<file path="config.mk">
export PLATFORM = sky130hd
export DESIGN_NAME = rope_contact_mux
export DESIGN_NICKNAME = d
export VERILOG_FILES = /design/src/rtl/rope_contact_mux.sv
export SDC_FILE = /design/constraint.sdc
export NUM_CORES = 1
export LEC_CHECK = 0
export BUFFER_PORTS_ARGS = -buffer_cell sky130_fd_sc_hd__buf_2
export CORE_MARGIN = 2
export CORE_UTILIZATION = 50
export CTS_BUF_LIST = sky130_fd_sc_hd__clkbuf_8 sky130_fd_sc_hd__clkbuf_16
export CTS_CLUSTER_SIZE = 30
export DETAILED_ROUTE_END_ITERATION = 12
export HOLD_SLACK_MARGIN = 0.12
export MAX_ROUTING_LAYER = met4
export PLACE_DENSITY = 0.86
export SLEW_MARGIN = 10
export SYNTH_ARGS = -nofsm -noshare
export SYNTH_HDL_FRONTEND = slang
export SYNTH_SLANG_ARGS = --single-unit
</file>
<file path="constraint.sdc">
create_clock -name clk -period 1.85 [get_ports clk]
set_input_delay 0.185 -clock clk [delete_from_list [all_inputs] [get_ports clk]]
set_output_delay 0.185 -clock clk [all_outputs]
set_load 0.05 [all_outputs]
</file>
<file path="src/rtl/rope_contact_mux.sv">
`default_nettype none
// ============================================================================
// Module   : rope_contact_mux
// Brief    : Final pixel colour mux plus player/rope overlap detection with a
//            per-frame debounced grab/release state machine.
// Revision : 1.0 - initial release
// ============================================================================
module rope_contact_mux #(
    parameter int GRAB_FRAMES    = 2,
    parameter int RELEASE_FRAMES = 3
) (
    input  logic        clk,
    input  logic        resetN,
    input  logic        startOfFrame,
    input  logic [10:0] pixelX,
    input  logic [10:0] pixelY,
    input  logic        playerDR,
    input  logic [7:0]  playerRGB,
    input  logic        ropeDR,
    input  logic [7:0]  ropeRGB,
    input  logic [7:0]  bgRGB,
    output logic [7:0]  RGBout,
    output logic        collision,
    output logic [10:0] contactX,
    output logic [10:0] contactY,
    output logic        onRope,
    output logic        grabPulse,
    output logic        releasePulse
);

    localparam logic [3:0] C_GRAB_CNT    = 4'(GRAB_FRAMES);
    localparam logic [3:0] C_RELEASE_CNT = 4'(RELEASE_FRAMES);

    generate
        if (GRAB_FRAMES < 1 || GRAB_FRAMES > 15) begin : g_bad_grab
            $error("rope_contact_mux: GRAB_FRAMES must be in 1..15");
        end
        if (RELEASE_FRAMES < 1 || RELEASE_FRAMES > 15) begin : g_bad_release
            $error("rope_contact_mux: RELEASE_FRAMES must be in 1..15");
        end
    endgenerate

    typedef enum logic [0:0] {
        S_FREE = 1'b0,
        S_HOLD = 1'b1
    } state_t;

    logic        w_hit;
    logic        w_first_hit;
    logic        frameHit_q;
    logic        frameHit_d;
    logic [7:0]  RGBout_q;
    logic        collision_q;
    logic [10:0] capX_q;
    logic [10:0] capY_q;
    logic [10:0] contactX_q;
    logic [10:0] contactY_q;
    state_t      state_q;
    logic [3:0]  cnt_q;
    logic        onRope_q;
    logic        grabPulse_q;
    logic        releasePulse_q;

    // A hit on the startOfFrame cycle opens the new frame, so it is always a first hit.
    assign w_hit       = playerDR & ropeDR;
    assign w_first_hit = w_hit & (~frameHit_q | startOfFrame);
    assign frameHit_d  = startOfFrame ? w_hit : (frameHit_q | w_hit);

    always_ff @(posedge clk or negedge resetN) begin
        if (!resetN) begin
            RGBout_q    <= 8'h00;
            collision_q <= 1'b0;
            frameHit_q  <= 1'b0;
            capX_q      <= 11'd0;
            capY_q      <= 11'd0;
            contactX_q  <= 11'd0;
            contactY_q  <= 11'd0;
        end else begin
            RGBout_q    <= playerDR ? playerRGB : (ropeDR ? ropeRGB : bgRGB);
            collision_q <= w_first_hit;
            frameHit_q  <= frameHit_d;
            if (w_first_hit) begin
                capX_q <= pixelX;
                capY_q <= pixelY;
            end
            // Old capture is published before a coincident first hit overwrites it.
            if (startOfFrame && frameHit_q) begin
                contactX_q <= capX_q;
                contactY_q <= capY_q;
            end
        end
    end

    always_ff @(posedge clk or negedge resetN) begin
        if (!resetN) begin
            state_q        <= S_FREE;
            cnt_q          <= 4'd0;
            onRope_q       <= 1'b0;
            grabPulse_q    <= 1'b0;
            releasePulse_q <= 1'b0;
        end else begin
            grabPulse_q    <= 1'b0;
            releasePulse_q <= 1'b0;
            if (startOfFrame) begin
                if (state_q == S_FREE) begin
                    if (frameHit_q) begin
                        if (cnt_q + 4'd1 == C_GRAB_CNT) begin
                            state_q     <= S_HOLD;
                            cnt_q       <= 4'd0;
                            onRope_q    <= 1'b1;
                            grabPulse_q <= 1'b1;
                        end else begin
                            cnt_q <= cnt_q + 4'd1;
                        end
                    end else begin
                        cnt_q <= 4'd0;
                    end
                end else begin
                    if (!frameHit_q) begin
                        if (cnt_q + 4'd1 == C_RELEASE_CNT) begin
                            state_q        <= S_FREE;
                            cnt_q          <= 4'd0;
                            onRope_q       <= 1'b0;
                            releasePulse_q <= 1'b1;
                        end else begin
                            cnt_q <= cnt_q + 4'd1;
                        end
                    end else begin
                        cnt_q <= 4'd0;
                    end
                end
            end
        end
    end

    assign RGBout       = RGBout_q;
    assign collision    = collision_q;
    assign contactX     = contactX_q;
    assign contactY     = contactY_q;
    assign onRope       = onRope_q;
    assign grabPulse    = grabPulse_q;
    assign releasePulse = releasePulse_q;

endmodule
`default_nettype wire
</file>
==> results.cfg <==
[status]
status = finished, final reports clean

[die]
start_util_pct = 52.8
core_um2 = 4790
core.rowCount = 25
die_y_um = 75.1
die_area_um2 = 5640
die_w_um = 75.1
ios = 85

[yosys]
synthFlopType = dfrtp_1
syn_nets = 231
yosys.area.top_type = dfrtp_1
synth_most_common_cell = dfrtp_1
synth_seq_cells = 62
synthXorXnorAreaFrac_pct = 0.346
avgSynthCellArea_um2 = 14.3
synth_mux_area_share_pct = 22.8
synth_edf_count = 0
synth-simple-area-share_pct = 4.85
synthDominantCellAreaShare_pct = 61.4
synth.distinct_cells = 31
async_flop_share_pct = 100
synth_top_family_by_area = multiplexers
synth-adder-area-share_pct = 1.48
syn_area_um2 = 2530
synth_compound_area_share_pct = 6.73
netlist_top_cells_area = dfrtp_1 61%, mux2_2 20%, mux2i_1 3.2%, o21ai_0 2.6%, nand2_1 1.9%
seq_area_frac_synth_pct = 61.4
netlist_instances = 177
ys.warnings.count = 0
synth_top_cells_by_count = 62 x dfrtp_1, 44 x mux2_2, 13 x nand2_1, 13 x o21ai_0, 8 x mux2i_1

[placed_design]
dpl.cell_count = 327
io_buffer_count = 84
place_congestion = 0.949
place_hpwl_um = 3650
post-place-ws_ns = 0.234

[sta]
timing.final.hold_violations = 0
worst_pin_slew_ns = 0.498
skew_ns = 0.00438
slew_headroom_pct = 66.8
setup_viol = 0
drv_slew = 0
fmax_ghz = 0.602
rsz0062_at_grt = false
fin_crit_sh_pct = 89.9
fin_tns_setup_ns = 0
worst_slack_ns = 0.188
period_needed_ns = 1.66

[detailed_routing]
drtIter0Drc = 92
viasPerCell = 4.88
drc_errors = 0
vias = 1822
wl_per_cell_um = 14.7
firstDrtPassIters = 4
drt-total-wl_um = 5490
final_antenna_net_count = 0

[grt]
overflow = 0
met2_usage_pct = 37.8
gr-usage-met1_pct = 24.0
antenna_found_initial = 0
grt_use_total_pct = 21.9
met3_usage_pct = 3.35
grt_pass1_wl_um = 8730
grt_max_degree = 42
grt_pass1_vias = 1933
grt_busiest_layer = met2

[worst_setup_path]
cp-end-kind = flop
crit_path_start_kind = flop
critPathKind = flop to flop
crit_arrival_ns = 1.93
crit_required_ns = 2.11
crit_fanout = 6

[clock_network]
numCtsBuffers = 9
cts_resized = 0
cts.sinks = 62
worst_skew_pair.late_latency_ns = 0.32
root_buffer = clkbuf_8
htreeDepth = 3
clkTransAtPathRegs_ns = 0.06
tritoncts = yes
cts_buffer_depth = 2

[cells_and_area]
drive_above_1_share_pct = 50.3
final_cells = 373
area_delta_synth_final_pct = 41.8
n_antenna_cell = 0
num-nets-final = 356

[power]
powerDensity_nw_per_um2 = 1340
peakVddDrop_mv = 0.901
p_leak_nw = 1.73

[hold_path]
min_path_type = primary input to flop

[flow_run]
maxCapViolCount = 0
==> critical path: stages, from the launching register on <==
cell and delay [ns]:
dfrtp_1 0.44, ha_1 0.27, or2_1 0.24, o21ai_2 0.08, o211a_1 0.19, nor3b_4 0.22, o22a_1 0.16
==> worst paths after layout <==
| path | from | endpoint | slack [ns] | cells past startpoint |
|---|---|---|---|---|
| worst min-delay path | startOfFrame | frameHit_q$_DFF_PN0_ | 0.14 | 2 |
| max in group asynchronous | resetN | onRope$_DFFE_PN0P_ | 0.91 | 3 |
| worst min register to register | onRope$_DFFE_PN0P_ | onRope$_DFFE_PN0P_ | 0.49 | 1 |
| min in group asynchronous | resetN | RGBout[3]$_DFF_PN0_ | 0.36 | 2 |
| worst max register to register | cnt_q[0]$_DFFE_PN0P_ | onRope$_DFFE_PN0P_ | 0.19 | 6 |
| worst max-delay path | cnt_q[0]$_DFFE_PN0P_ | onRope$_DFFE_PN0P_ | 0.19 | 6 |
==> state kept, by name (all words and copies together) (netlist names), 4 cells and up <==
signal	count
capY_q	11
contactY	11
RGBout	8
capX_q	11
cnt_q	4
contactX	11
==> routing by layer <==
metal,vias up,part of all wire (%),wire (µm)
met4,0,2.8,153
met3,15,2.8,154
met1,879,40,2190
met2,50,54,2990
li1,878,-,-
met5,-,0,0
==> power by group <==
part	internal, mW	switching, mW	total, mW
Sequential	1.68	0.219	1.90
Clock	0.820	0.487	1.31
Combinational	0.546	1.05	1.60
Total	3.05	1.76	4.81
==> cell families after synthesis <==
group                      Yosys count
DFF                                 62
muxes                               52
AOI/OAI and AO/OA                   25
and+or+nand+nor                     23
buffers and inverters               11
adders and majority gates            3
xor gates and xnor gates             1
==> through the flow <==
stage / utilization [%] / hold WS, ns / cell area [µm²] / power, mW
after floorplan: - / -0.111 / 2530 / 3.04
after CTS: 74.9 / 0.124 / 3580 / 4.84
final: 74.9 / 0.137 / 3580 / 4.81
after global placement: 63.8 / 0.174 / 3050 / 3.41
after global routing: 74.9 / 0.172 / 3580 / 5.03
after detailed placement: 63.8 / 0.178 / 3050 / 3.47
==> layout make-up <==
class	count	area (µm²)
Timing Repair Buffer	120	793
Inverter	5	18.8
Fill cell	324	1200
Sequential cell	62	1550
Tap cell	67	83.8
Clock inverter	4	71.3
Clock buffer	11	151
Multi-Input combinational cell	104	915
==> layout by cell type, fill, tap and decap left out, types with 2 or more instances in the layout <==
cell type and instances:
ha_1 3, o21ai_2 2, buf_2 84, o21ai_0 13
a21oi_1 2, nor3_1 2, clkbuf_8 11, bufinv_16 2
dlygate4sd3_1 31, inv_1 5, nand2_1 13, mux2_2 44
dfrtp_1 62, buf_12 2, buf_4 3, mux2i_1 8
o211a_1 2
==> what timing repair did <==
item,in CTS,in global routing
hold buffers,31,0
hold endpoints to repair,51,0
buffers inserted,0,0
Note: power is estimated with default switching activity, not from simulation.
